==> src/rtl/edge_update_queue_if.sv <==
// Signal bundle between the host/container side and edge_update_queue.
// The host side drives pushes and the container's done. The queue drives status
// and the update fields going to the container.
interface edge_update_queue_if #(
  parameter int PRED_W   = 8,
  parameter int WEIGHT_W = 32,
  parameter int CNT_W    = 5
);
  logic                wr_en;
  logic [PRED_W-1:0]   wr_src;
  logic [PRED_W-1:0]   wr_dst;
  logic [WEIGHT_W-1:0] wr_e;
  logic                full;
  logic [CNT_W-1:0]    count;
  logic [PRED_W-1:0]   u_src;
  logic [PRED_W-1:0]   u_dst;
  logic [WEIGHT_W-1:0] u_e;
  logic                cont_reset;
  logic                cont_done;
  logic                busy;
  logic [15:0]         drop_cnt;
  logic [15:0]         last_lat;

  modport master (
    output wr_en, wr_src, wr_dst, wr_e, cont_done,
    input  full, count, u_src, u_dst, u_e, cont_reset, busy, drop_cnt, last_lat
  );

  modport slave (
    input  wr_en, wr_src, wr_dst, wr_e, cont_done,
    output full, count, u_src, u_dst, u_e, cont_reset, busy, drop_cnt, last_lat
  );
endinterface

==> src/rtl/edge_update_queue.sv <==
// Edge-update feeder for the arbitrage container stage.
// Buffers host edge-weight updates in a FIFO. Each update is issued to the
// container in turn: the fields are loaded, cont_reset is pulsed, and the queue
// waits for cont_done. The queue reports occupancy, rejected pushes, and the
// latency of the last completed update.
// Optional build macro EDGE_UPDATE_COALESCE_EN: a push whose (src,dst) matches
// a queued entry overwrites that entry's weight and does not add a new entry.
module edge_update_queue #(
  parameter int PRED_W   = 8,
  parameter int WEIGHT_W = 32,
  parameter int DEPTH    = 16,
  parameter int CNT_W    = 5
) (
  input logic               clk,
  input logic               reset,
  edge_update_queue_if.slave bus
);
  localparam int PTR_W = $clog2(DEPTH);

  typedef enum logic [1:0] {
    S_IDLE   = 2'd0,
    S_LAUNCH = 2'd1,
    S_WAIT   = 2'd2
  } state_t;

  state_t              r_state;
  state_t              w_nextState;

  logic [PRED_W-1:0]   r_memSrc [DEPTH];
  logic [PRED_W-1:0]   r_memDst [DEPTH];
  logic [WEIGHT_W-1:0] r_memE   [DEPTH];
  logic [PTR_W-1:0]    r_wrPtr;
  logic [PTR_W-1:0]    r_rdPtr;
  logic [CNT_W-1:0]    r_count;

  logic [PRED_W-1:0]   r_uSrc;
  logic [PRED_W-1:0]   r_uDst;
  logic [WEIGHT_W-1:0] r_uE;
  logic [15:0]         r_dropCnt;
  logic [15:0]         r_lat;
  logic [15:0]         r_lastLat;
  logic                r_holdoff;

  logic                w_full;
  logic                w_pop;
  logic                w_push;
  logic                w_drop;
  logic                w_coalesce;

  assign w_full = (r_count == CNT_W'(DEPTH));
  // r_holdoff inserts one idle cycle after each completion before the next pop.
  assign w_pop  = (r_state == S_IDLE) && !r_holdoff && (r_count != '0);

`ifdef EDGE_UPDATE_COALESCE_EN
  logic [PTR_W-1:0] w_matchIdx;

  // Search the queued entries for the newest (src,dst) match. A head that is being popped does not count.
  always_comb begin
    logic [PTR_W-1:0] w_slot;
    w_coalesce = 1'b0;
    w_matchIdx = '0;
    w_slot     = '0;
    for (int i = 0; i < DEPTH; i++) begin
      w_slot = r_rdPtr + PTR_W'(i);
      if (bus.wr_en && (CNT_W'(i) < r_count) && !(w_pop && (i == 0)) &&
          (r_memSrc[w_slot] == bus.wr_src) && (r_memDst[w_slot] == bus.wr_dst)) begin
        w_coalesce = 1'b1;
        w_matchIdx = w_slot;
      end
    end
  end
`else
  assign w_coalesce = 1'b0;
`endif

  assign w_push = bus.wr_en && !w_coalesce && !w_full;
  assign w_drop = bus.wr_en && !w_coalesce && w_full;

  // Storage array: a new entry is written at the tail, or a matched weight is overwritten in place.
  always_ff @(posedge clk) begin
    if (w_push) begin
      r_memSrc[r_wrPtr] <= bus.wr_src;
      r_memDst[r_wrPtr] <= bus.wr_dst;
      r_memE[r_wrPtr]   <= bus.wr_e;
    end
`ifdef EDGE_UPDATE_COALESCE_EN
    if (w_coalesce) begin
      r_memE[w_matchIdx] <= bus.wr_e;
    end
`endif
  end

  // FIFO pointers and occupancy. A simultaneous push and pop leaves the count unchanged.
  always_ff @(posedge clk or negedge reset) begin
    if (!reset) begin
      r_wrPtr <= '0;
      r_rdPtr <= '0;
      r_count <= '0;
    end else begin
      if (w_push) r_wrPtr <= r_wrPtr + PTR_W'(1);
      if (w_pop)  r_rdPtr <= r_rdPtr + PTR_W'(1);
      case ({w_push, w_pop})
        2'b10:   r_count <= r_count + CNT_W'(1);
        2'b01:   r_count <= r_count - CNT_W'(1);
        default: r_count <= r_count;
      endcase
    end
  end

  // FSM state register.
  always_ff @(posedge clk or negedge reset) begin
    if (!reset) r_state <= S_IDLE;
    else        r_state <= w_nextState;
  end

  // FSM next state. Any unused encoding falls back to IDLE.
  always_comb begin
    w_nextState = S_IDLE;
    case (r_state)
      S_IDLE:   w_nextState = w_pop ? S_LAUNCH : S_IDLE;
      S_LAUNCH: w_nextState = S_WAIT;
      S_WAIT:   w_nextState = bus.cont_done ? S_IDLE : S_WAIT;
      default:  w_nextState = S_IDLE;
    endcase
  end

  // FSM outputs: the container reset pulse and the in-flight flag.
  always_comb begin
    bus.cont_reset = (r_state == S_LAUNCH);
    bus.busy       = (r_state == S_LAUNCH) || (r_state == S_WAIT);
  end

  // Issued fields, latency measurement, completion holdoff and drop counter.
  always_ff @(posedge clk or negedge reset) begin
    if (!reset) begin
      r_uSrc    <= '0;
      r_uDst    <= '0;
      r_uE      <= '0;
      r_lat     <= '0;
      r_lastLat <= '0;
      r_holdoff <= 1'b0;
      r_dropCnt <= '0;
    end else begin
      if (w_pop) begin
        r_uSrc <= r_memSrc[r_rdPtr];
        r_uDst <= r_memDst[r_rdPtr];
        r_uE   <= r_memE[r_rdPtr];
      end
      if (r_state == S_LAUNCH) begin
        r_lat <= '0;
      end else if ((r_state == S_WAIT) && (r_lat != 16'hFFFF)) begin
        r_lat <= r_lat + 16'd1;
      end
      if ((r_state == S_WAIT) && bus.cont_done) begin
        r_lastLat <= (r_lat == 16'hFFFF) ? 16'hFFFF : r_lat + 16'd1;
      end
      r_holdoff <= (r_state == S_WAIT) && bus.cont_done;
      if (w_drop && (r_dropCnt != 16'hFFFF)) begin
        r_dropCnt <= r_dropCnt + 16'd1;
      end
    end
  end

  assign bus.full     = w_full;
  assign bus.count    = r_count;
  assign bus.u_src    = r_uSrc;
  assign bus.u_dst    = r_uDst;
  assign bus.u_e      = r_uE;
  assign bus.drop_cnt = r_dropCnt;
  assign bus.last_lat = r_lastLat;
endmodule

==> src/flat_wrapper.sv <==
// flat-port wrapper written by rule: the top's interface ports become plain ports
module edge_update_queue_flat 
#(
  parameter int PRED_W   = 8,
  parameter int WEIGHT_W = 32,
  parameter int DEPTH    = 16,
  parameter int CNT_W    = 5
)
  (clk, reset, bus_wr_en, bus_wr_src, bus_wr_dst, bus_wr_e, bus_cont_done, bus_full, bus_count, bus_u_src, bus_u_dst, bus_u_e, bus_cont_reset, bus_busy, bus_drop_cnt, bus_last_lat);
  edge_update_queue_if #(.PRED_W(PRED_W), .WEIGHT_W(WEIGHT_W), .CNT_W(CNT_W)) bus_i ();
  input logic clk;
  input logic reset;
  input wire logic [$bits(bus_i.wr_en)-1:0] bus_wr_en;
  input wire logic [$bits(bus_i.wr_src)-1:0] bus_wr_src;
  input wire logic [$bits(bus_i.wr_dst)-1:0] bus_wr_dst;
  input wire logic [$bits(bus_i.wr_e)-1:0] bus_wr_e;
  input wire logic [$bits(bus_i.cont_done)-1:0] bus_cont_done;
  output wire logic [$bits(bus_i.full)-1:0] bus_full;
  output wire logic [$bits(bus_i.count)-1:0] bus_count;
  output wire logic [$bits(bus_i.u_src)-1:0] bus_u_src;
  output wire logic [$bits(bus_i.u_dst)-1:0] bus_u_dst;
  output wire logic [$bits(bus_i.u_e)-1:0] bus_u_e;
  output wire logic [$bits(bus_i.cont_reset)-1:0] bus_cont_reset;
  output wire logic [$bits(bus_i.busy)-1:0] bus_busy;
  output wire logic [$bits(bus_i.drop_cnt)-1:0] bus_drop_cnt;
  output wire logic [$bits(bus_i.last_lat)-1:0] bus_last_lat;
  assign bus_i.wr_en = bus_wr_en;
  assign bus_i.wr_src = bus_wr_src;
  assign bus_i.wr_dst = bus_wr_dst;
  assign bus_i.wr_e = bus_wr_e;
  assign bus_i.cont_done = bus_cont_done;
  assign bus_full = bus_i.full;
  assign bus_count = bus_i.count;
  assign bus_u_src = bus_i.u_src;
  assign bus_u_dst = bus_i.u_dst;
  assign bus_u_e = bus_i.u_e;
  assign bus_cont_reset = bus_i.cont_reset;
  assign bus_busy = bus_i.busy;
  assign bus_drop_cnt = bus_i.drop_cnt;
  assign bus_last_lat = bus_i.last_lat;
  edge_update_queue #(.PRED_W(PRED_W), .WEIGHT_W(WEIGHT_W), .DEPTH(DEPTH), .CNT_W(CNT_W)) u_core (.clk(clk), .reset(reset), .bus(bus_i));
endmodule
==> config.mk <==
export PLATFORM = sky130hd
export DESIGN_NAME = edge_update_queue_flat
export DESIGN_NICKNAME = d
export VERILOG_FILES = /design/src/rtl/edge_update_queue_if.sv /design/src/rtl/edge_update_queue.sv /design/src/flat_wrapper.sv
export SDC_FILE = /design/constraint.sdc
export NUM_CORES = 1
export LEC_CHECK = 0
export BUFFER_PORTS_ARGS = -buffer_cell sky130_fd_sc_hd__buf_4
export CAP_MARGIN = 20
export CORE_MARGIN = 2
export CORE_UTILIZATION = 40
export CTS_BUF_LIST = sky130_fd_sc_hd__clkbuf_8
export CTS_CLUSTER_DIAMETER = 50
export DETAILED_ROUTE_END_ITERATION = 10
export HOLD_SLACK_MARGIN = 0.15
export PLACE_DENSITY = 0.65
export REMOVE_ABC_BUFFERS = 1
export SLEW_MARGIN = 0
export SYNTH_ARGS = -nofsm -noshare
export SYNTH_HDL_FRONTEND = slang
export SYNTH_SLANG_ARGS = --single-unit
==> constraint.sdc <==
create_clock -name clk -period 15.9 [get_ports clk]
set_clock_uncertainty 0.05 [all_clocks]
set_input_delay 2.385 -clock clk [delete_from_list [all_inputs] [get_ports clk]]
set_output_delay 2.385 -clock clk [all_outputs]
set_load 0.01 [all_outputs]
-- Yosys cells after proc, flatten, opt, wreduce, memory -nomap -nowiden
Memories as Yosys holds them, arrays and structs flattened. A register that Yosys moved wholly into a read port is not among the register bits.
Index checks and enable logic that the tools add are counted.
Widths: inputs -> output; s select.
- memories kept: 3
- input bits: 52
- RAM bits: 768
- register bits: 64
- bits in read-only memories: 0
- word-level logic and storage cells: 51
- latch bits: 0
- memories (memory ; words ; bits a word ; rd ports ; clocked after Yosys merged registers in ; wr ports ; RTL line ; RTL):
    u_core.r_memE ; 16 ; 32 ; 1 ; 1 ; 1 ; edge_update_queue.sv:31 ; logic [WEIGHT_W-1:0] r_memE [DEPTH];
    u_core.r_memDst ; 16 ; 8 ; 1 ; 1 ; 1 ; edge_update_queue.sv:30 ; logic [PRED_W-1:0] r_memDst [DEPTH];
    u_core.r_memSrc ; 16 ; 8 ; 1 ; 1 ; 1 ; edge_update_queue.sv:29 ; logic [PRED_W-1:0] r_memSrc [DEPTH];
- order comparisons: 0
- shift-type cells: 0
- eq/ne operators: 8
- div/mod/pow operators: 0
- reductions and logical operators: 17
- multipliers: 0
- $add $sub $neg: 6
- bitwise operators: 0
- muxes and demuxes: 9
- operator list (kind ; count):
    $mux 16 ; 3
    $add 16x1->16 const B ; 2
    $ne 16x16->1 const B ; 2
    $eq 16x16->1 const B ; 1
    $pmux 5 s2 ; 1
    $add 4x1->4 const B ; 2
    $logic_and 1x1->1 ; 7
    $pmux 2 s3 ; 1
    $add 5x1->5 const B ; 1
    $eq 5x5->1 const B ; 1
    $logic_not 1->1 ; 5
    $reduce_bool 5->1 ; 1
    $sub 5x1->5 const B ; 1
    $eq 2x1->1 const B ; 2
    $eq 2x2->1 const B ; 2
    $reduce_bool 2->1 ; 2
    $mux 1 ; 3
    $logic_not 2->1 ; 1
    $mux 2 ; 1
    $logic_or 1x1->1 ; 1

-- Depth between registers and ports, before layout
Gate-level depths: netlist (run 1).
- word-level depth: 5
- mapped depth: 14
- depth with buffers taken out: 11

-- Least setup slack after synthesis (run 1)
OpenSTA, ideal clock, no wires.
- path kind: input port to flip-flop
- start point: input bus_wr_en
- end point: memory u_core.r_memDst[3][0] (enable)
- setup slack: 9.004 ns
- buffers on the path: 0
- stages on the path: 3
- arrival time: 6.334 ns
- cells stage by stage: a21boi_1 > nand2_1 > nor3_1
- cells in the longest elaborated chain, start to end: 3
- RTL lines (what ; RTL line ; RTL):
    start, declared ; flat_wrapper.sv:13 ; input wire logic [$bits(bus_i.wr_en)-1:0] bus_wr_en;
    $logic_and 1x1->1 ; edge_update_queue.sv:76 ; assign w_push = bus.wr_en && !w_coalesce && !w_full;
    $mux 1 ; edge_update_queue.sv:81 ; if (w_push) begin
    $mux 1 (implied by the code) ; edge_update_queue.sv:83 ; r_memDst[r_wrPtr] <= bus.wr_dst;
    end, declared ; edge_update_queue.sv:30 ;
No other way between the ends.

-- Worst setup path in the final report (run 1)
- start point: input bus_wr_en
- end point: register u_core.r_count[4], in the netlist u_core.bus.count[4]
- cells in the longest elaborated chain, start to end: 3
- elaborated cells between the ends (all ways): 5
- RTL lines (what ; RTL line ; RTL):
    $logic_and 1x1->1 (*) ; edge_update_queue.sv:76 ;
    $eq 2x1->1 or $eq 2x2->1 (tied branches) ; edge_update_queue.sv:102 ; case ({w_push, w_pop})
    $pmux 5 s2 or $reduce_bool 2->1 (tied branches) ; -- ;
    end signal, assigned ; edge_update_queue.sv:103 ; 2'b10: r_count <= r_count + CNT_W'(1);
    end signal, assigned ; edge_update_queue.sv:104 ; 2'b01: r_count <= r_count - CNT_W'(1);
    end signal, assigned ; edge_update_queue.sv:105 ; default: r_count <= r_count;
    end, declared ; edge_update_queue.sv:34 ; logic [CNT_W-1:0] r_count;
Mark *: on every way between the ends. The rest lies on a longest branch, timed or not.
A chain may end at the register's enable or synchronous reset.

==> results.yml, run 1 <==
worst_setup_path:
  cp-start-kind: "input port"
  cp_slowest_cell: "a21boi_1"
  critical_path_class: "in2reg"
  ff2ff_path_depth: 8
  critPathRequiredTime_ps: 16500
  cpMostUsedCell: "ha_1"
  crit_path_max_incr_delay_ps: 780
  reg2reg_slack_ps: 12210
  critPathCaptureType: "flop"
  cp_max_fo: 13
  critical_path.cell_chain: "buf_4 > a21boi_1 > inv_1 > ha_1 > ha_1 > or4b_2 > o32ai_1 > nor4b_1 > xnor2_1"
  arrival_ps: 5280
  reg2reg_to: "u_core.bus.count[4]$_DFFE_PN0P_"
  rr_startpoint: "u_core.bus.count[2]$_DFFE_PN0P_"
sta:
  worst_pin_slew_ps: 1100
  min_period_over_period: 0.294
  fin_ws_ps: 11220
  drv_slew: 0
  finalHoldViolations: 0
  final.setup.tns_ps: 0
  period_minus_slack_ps: 4680
  fmaxAchievable_mhz: 214
  rsz0062_at_grt: "false"
  slew_headroom: 0.264
  setup_viol: 0
layout:
  regArea_um2: 25900
  fillerInstances: 6926
  final_common_cell: "edfxtp_1"
  final_util: 0.464
  antennaDiodeCount: 0
  multi_input_comb_area_um2: 7630
  drive_gt1_frac: 0.319
  layout.cells.most_common_list: "edfxtp_1, mux4_2, buf_4"
  final_nets: 1917
  stdcell_count: 3096
  syn_to_final_growth_pct: 14.8
synth:
  synth_top_area_share: 0.681
  synth_edf_count: 768
  seq_area_frac_synth: 0.764
  synth_flop_cell: "edfxtp_1"
  yosysTopAreaCell: "edfxtp_1"
  yosysWarnings: 0
  synth_area_per_cell_um2: 20.6
  synth_area_um2: 33800
  netlist_instances: 1643
  ys_ff_latch: 880
  netlist_top_cells_area: "edfxtp_1, mux4_2, dfrtp_1, o22ai_1, mux2_2"
  ys_async_sr_fraction: 0.127
  yosysUniqueCellTypes: 56
global_route:
  grt_pass1_wl_mm: 110
  grt_max_degree: 163
  first_global_vias: 17400
  grtUsageTotal: 0.172
  grt_overflow: 0
  antenna_found_initial: 2
clock_tree:
  postCtsSetupRepairBufs: 0
  cts_tree: "done"
  path_clk_slew_ps: 60
  clockBufferDepth: 3
  clk_latency_ps: 780
  holdBufCountCts: 0
  post_cts_resized: 0
  numClockSinks: 880
  cts-root-buf: "clkbuf_8"
  htreeDepth: 4
  cts_buffers: 139
die:
  core-area_um2: 83700
  pin_count: 140
  dieArea_um2: 87000
  die_width_um: 295
  rows: 106
  initial_utilization: 0.404
  die_h_um: 295
pwr:
  power_w: 0.00678
  intPower_w: 0.00466
  ir_drop_uv: 160
  seq_power_share: 0.448
  power_leakage_nw: 12.9
  switchingPower_w: 0.00212
  power.density_nw_per_um2: 174
  swShare: 0.313
  p_comb_frac: 0.287
  clock_power_share: 0.265
drt:
  ant_nets: 0
  wl_per_cell_um: 23.8
  route.detailed.drc: 0
  first_pass_iters: 5
  vias: 17000
  via_per_inst: 5.48
  wl_mm: 73.6
  drt_iter0_drc: 1340
run:
  drv_cap: 0
place:
  dp_slack_ps: 10480
  gp_congestion: 0.826
  dpl.cell_count: 2844
  hpwl_mm: 42.3
  portBuffers: 139
hold_path:
  holdPathStages: 1
  whs_endpoint: "u_core.bus.drop_cnt[11]$_DFFE_PN0P_"
  hold_class: "reg2reg"
  worstHoldStart: "u_core.bus.drop_cnt[11]$_DFFE_PN0P_"
run_status:
  status: "completed"
power groups by stage:
stage	clock, W	combinational [W]	sequential [W]
2_1_floorplan	0	0.00136	0.00321
3_3_place_gp	0	0.00194	0.00308
3_5_place_dp	0	0.00197	0.00309
4_1_cts	0.00185	0.00198	0.00304
5_1_grt	0.00195	0.00210	0.00307
6_report	0.00180	0.00194	0.00304
critical path, delay by kind of cell:
family	cells	cell delay (ps)
xor+xnor	1	140
simple gates	2	820
fa+ha+maj	2	700
buf+inv	2	280
compound gates	2	960
logic make-up after synthesis:
| kind of cell | after synthesis | share of synthesized area |
|---|---|---|
| mux | 244 | 0.145 |
| compound gates | 210 | 0.0364 |
| simple gates | 148 | 0.0247 |
| xor+xnor | 38 | 0.00983 |
| flops | 880 | 0.764 |
| buf+inv | 109 | 0.0148 |
| fa+ha+maj | 14 | 0.00517 |
metrics by stage:
stage / cell area (µm²) / hold WS (ps)
floorplan: 33400 / 418
global placement: 36200 / 423
detailed placement: 36200 / 442
CTS: 38900 / 456
global route: 38900 / 474
finish: 38900 / 449
per-layer routing:
metal	wire (µm)	part of all wire	vias up	global-route usage
li1	-	-	7241	-
met2	35100	0.48	657	0.269
met1	31800	0.43	8956	0.240
met5	12	0.00016	-	0
met4	1220	0.017	2	0.0514
met3	5610	0.076	100	0.0402
synth_stat cells, types with 7 or more instances:
cell        n
nor3_1      7
xor2_1     12
dfrtp_1   112
mux2_2     51
buf_1      11
nor2_1     38
inv_1       9
buf_4      10
xnor2_1    26
nand2_1    22
ha_1       14
nand3_1    11
o22ai_1    97
nand4_1    13
mux4_2    192
edfxtp_1  768
or3_1       8
clkbuf_1   45
o21ai_0    13
a21oi_1    80
buf_2      29
how the worst max path moves through the flow:
stage / startpoint / to / depth (start not counted) / slack, ps
finish: bus_wr_en / u_core.bus.count[4]$_DFFE_PN0P_ / 9 / 11220
global route: bus_wr_en / u_core.r_memSrc[13][4]$_DFFE_PP_ / 5 / 11200
detailed placement: bus_wr_en / u_core.r_memE[7][3]$_DFFE_PP_ / 5 / 10480
global placement: bus_wr_en / u_core.r_memDst[7][3]$_DFFE_PP_ / 5 / 10480
floorplan: u_core.r_rdPtr[2]$_DFFE_PN0P_ / u_core.bus.u_src[4]$_DFFE_PN0P_ / 4 / 7170
CTS: u_core.r_state[1]$_DFF_PN0_ / bus_cont_reset / 3 / 11250
state kept, by name, summed over array words and instances, names as in the netlist, 5 cells and up:
signal and cells:
u_core.bus.u_dst 8, u_core.bus.u_e 32, u_core.r_memDst 128, u_core.bus.drop_cnt 16
u_core.r_lat 16, u_core.r_memSrc 128, u_core.r_memE 512, u_core.bus.last_lat 16
u_core.bus.count 5, u_core.bus.u_src 8
cell type report:
cell class	count	area share
Tap cell	1134	0.0365
Inverter	10	0.000966
Sequential cell	880	0.666
Multi-Input combinational cell	654	0.196
Clock buffer	150	0.0531
Timing Repair Buffer	166	0.0328
Clock inverter	102	0.0145
Power figures use the tool's default switching activity.
==> inputs of run 2 (changes only) <==
- ABC_AREA: not set -> 1
- PLACE_DENSITY: 0.65 -> 0.67
- clock period: 15.9 -> 4.3 ns (I/O delays scaled with it)
==> run 2 against run 1 <==
Routed wire length is 19% higher. Utilization fell by 0.24 points. Area after synthesis is 6.3% higher. Largest power group unchanged. Power increased to 4.0 times the previous value. Register-to-register slack got worse by 11000 ps. Count of clock-buffer cells in the layout is 3 higher. Critical path depth decreased by 2. Combinational power grew to 4.8 times the previous value. First-iteration DRC count grew 60%. Via count rose by 40%. Sequential power increased to 3.6 times the previous value.
==> results.yml, run 2 <==
clock_tree:
  clockBufferDepth: 3
  htreeDepth: 4
  clk_latency_ps: 810
  cts-root-buf: "clkbuf_8"
  path_clk_slew_ps: 60
  numClockSinks: 880
  cts_buffers: 144
  cts_tree: "done"
die:
  die_width_um: 304
  initial_utilization: 0.402
  core-area_um2: 89600
  rows: 110
  pin_count: 140
  dieArea_um2: 92400
  die_h_um: 304
synth:
  synth_flop_cell: "edfxtp_1"
  synth_top_family_by_area: "simple AND/OR/NAND/NOR gates"
  ys_ff_latch: 880
  synthTopCellsByCount: "nand2_1, edfxtp_1, nand3_1, dfrtp_1, buf_2"
  synth_most_common_cell: "nand2_1"
  yosysWarnings: 0
  netlist_instances: 3153
  synth_edf_count: 768
  synth_xor_area_frac: 0.00803
  synth_area_per_cell_um2: 11.4
  muxShareOfSynthArea: 0
  ys_async_sr_fraction: 0.127
  synth-compound-area-share: 0.00852
  yosysTopAreaCell: "edfxtp_1"
  netlist_top_cells_area: "edfxtp_1, nand2_1, nand3_1, dfrtp_1, buf_2"
  synth_top_area_share: 0.641
  synth-simple-area-share: 0.227
  yosysUniqueCellTypes: 34
  synth-adder-area-share: 0.00487
  synth_area_um2: 36000
  seq_area_frac_synth: 0.719
hold_path:
  whs_endpoint: "u_core.bus.drop_cnt[0]$_DFFE_PN0P_"
  hold_class: "in2reg"
  worstHoldStart: "bus_wr_en"
  holdPathStages: 5
layout:
  final_nets: 3428
  largest_register: "u_core.r_memE"
  layout.cells.most_common_list: "nand2_1, edfxtp_1, nand3_1"
  largestRegisters: "u_core.r_memE: 512 flops, u_core.r_memDst: 128 flops, u_core.r_memSrc: 128 flops"
  final_cell_area_um2: 41400
  syn_to_final_growth_pct: 15.0
  largest_reg_flops: 512
  final_common_cell: "nand2_1"
  drive_gt1_frac: 0.123
  stdcell_count: 4656
sta:
  setup_viol: 0
  min_period_over_period: 0.647
  whs_ps: 315
  rsz0062_at_grt: "false"
  fmaxAchievable_mhz: 359
  drv_slew: 0
  period_minus_slack_ps: 2780
  finalHoldViolations: 0
  slew_headroom: 0.233
  worst_pin_slew_ps: 1150
  final.setup.tns_ps: 0
  fin_ws_ps: 1520
place:
  portBuffers: 139
  gp_congestion: 0.800
  hpwl_mm: 45.6
  place_area_um2: 38200
  dpl.cell_count: 4342
  dp_slack_ps: 1490
global_route:
  antenna_found_initial: 4
  grt_pass1_wl_mm: 136
  grt_overflow: 0
  grt_max_degree: 195
  grtUsageTotal: 0.190
  first_global_vias: 23200
worst_setup_path:
  cp-start-kind: "flop"
  critPathCaptureType: "flop"
  arrival_ps: 3200
  rr_startpoint: "u_core.bus.count[0]$_DFFE_PN0P_"
  critical_path_class: "reg2reg"
  reg2reg_slack_ps: 1520
  reg2reg_to: "u_core.r_memDst[5][2]$_DFFE_PP_"
  cp_max_fo: 29
  critPathRequiredTime_ps: 4710
  ff2ff_path_depth: 7
drt:
  wl_mm: 87.6
  route.detailed.drc: 0
  drt_iter0_drc: 2147
  via_per_inst: 5.10
  ant_nets: 0
  vias: 23700
  wl_per_cell_um: 18.8
  first_pass_iters: 8
run_status:
  status: "completed"
pwr:
  power_leakage_nw: 16.1
  power.density_nw_per_um2: 657
  ir_drop_uv: 750
run:
  drv_cap: 0
## run 2: cell types whose count changed in the layout (fill, tap and decap cells not counted), sizes merged, moves of 21 or more
cell | before | now
nor2 | 38 | 66
mux4 | 192 | 0
o22ai | 97 | 1
dlygate4sd3 | 0 | 50
inv | 73 | 120
a21oi | 80 | 15
nand2 | 22 | 1286
nand3 | 11 | 593
mux2 | 51 | 0
buf | 166 | 187
## run 2: worst max-delay path by stage
stage | from | to | slack [ps] | depth (start not counted)
finish | u_core.bus.count[0]$_DFFE_PN0P_ | u_core.r_memDst[5][2]$_DFFE_PP_ | 1520 | 7
global route | u_core.r_state[0]$_DFF_PN0_ | u_core.bus.count[4]$_DFFE_PN0P_ | 1300 | 16
CTS | u_core.bus.count[0]$_DFFE_PN0P_ | u_core.r_memDst[5][0]$_DFFE_PP_ | 1510 | 7
detailed placement | bus_wr_en | u_core.r_memE[5][27]$_DFFE_PP_ | 1490 | 6
global placement | bus_wr_en | u_core.r_memE[5][10]$_DFFE_PP_ | 1510 | 6
floorplan | u_core.r_rdPtr[0]$_DFFE_PN0P_ | u_core.bus.u_dst[3]$_DFFE_PN0P_ | -7250 | 9
## run 2: kinds of logic after synthesis
group	after synthesis
adders and majority gates	14
DFF	880
buffers and inverters	223
xor gates and xnor gates	33
and+or+nand+nor	1956
AOI/OAI and AO/OA	47
## run 2: stage by stage
stage	util	total power [W]
after floorplan	-	0.0167
after global placement	0.426	0.0204
after detailed placement	0.426	0.0205
after CTS	0.462	0.0275
after global routing	0.462	0.0290
final	0.462	0.0272
## run 2: final cells by class
cell class | instances | area [µm²]
fill | 8038 | 48200
sequential | 880 | 25900
multi-input combinational | 2050 | 9080
clock buffer | 153 | 2110
timing repair buffer | 237 | 2030
tap | 1176 | 1470
clock inverter | 109 | 619
inverter | 49 | 204
antenna | 2 | 5.00
## run 2: layer usage
metal,vias to the layer above,share of wire,global-route usage,wire [µm]
met5,-,0.00024,0,21
met2,869,0.48,0.310,42000
met3,150,0.070,0.0376,6160
met4,4,0.021,0.0583,1850
met1,11400,0.43,0.256,37600
li1,11300,-,-,-
## run 2: power by group
| group | leakage, nW | internal [W] | switching (W) |
|---|---|---|---|
| registers | 8.35 | 0.0104 | 0.000533 |
| clock network | 1.61 | 0.00348 | 0.00339 |
| logic | 6.12 | 0.00285 | 0.00653 |
| total | 16.1 | 0.0167 | 0.0105 |
## run 2: timing repair
action                                  in CTS  in global routing
hold endpoints to repair                   847                  0
endpoints found under the setup margin       0                  0
buffers inserted                             0                  0
resized for setup                            0                  0
hold buffers                                50                  0
## run 2: worst max-delay path: stages (launching register included)
cell and delay [ps]:
dfrtp_1 440, inv_1 80, nand4_1 150, nand2_1 260, inv_1 240, nand2_1 260, nor2_4 640, buf_12 320
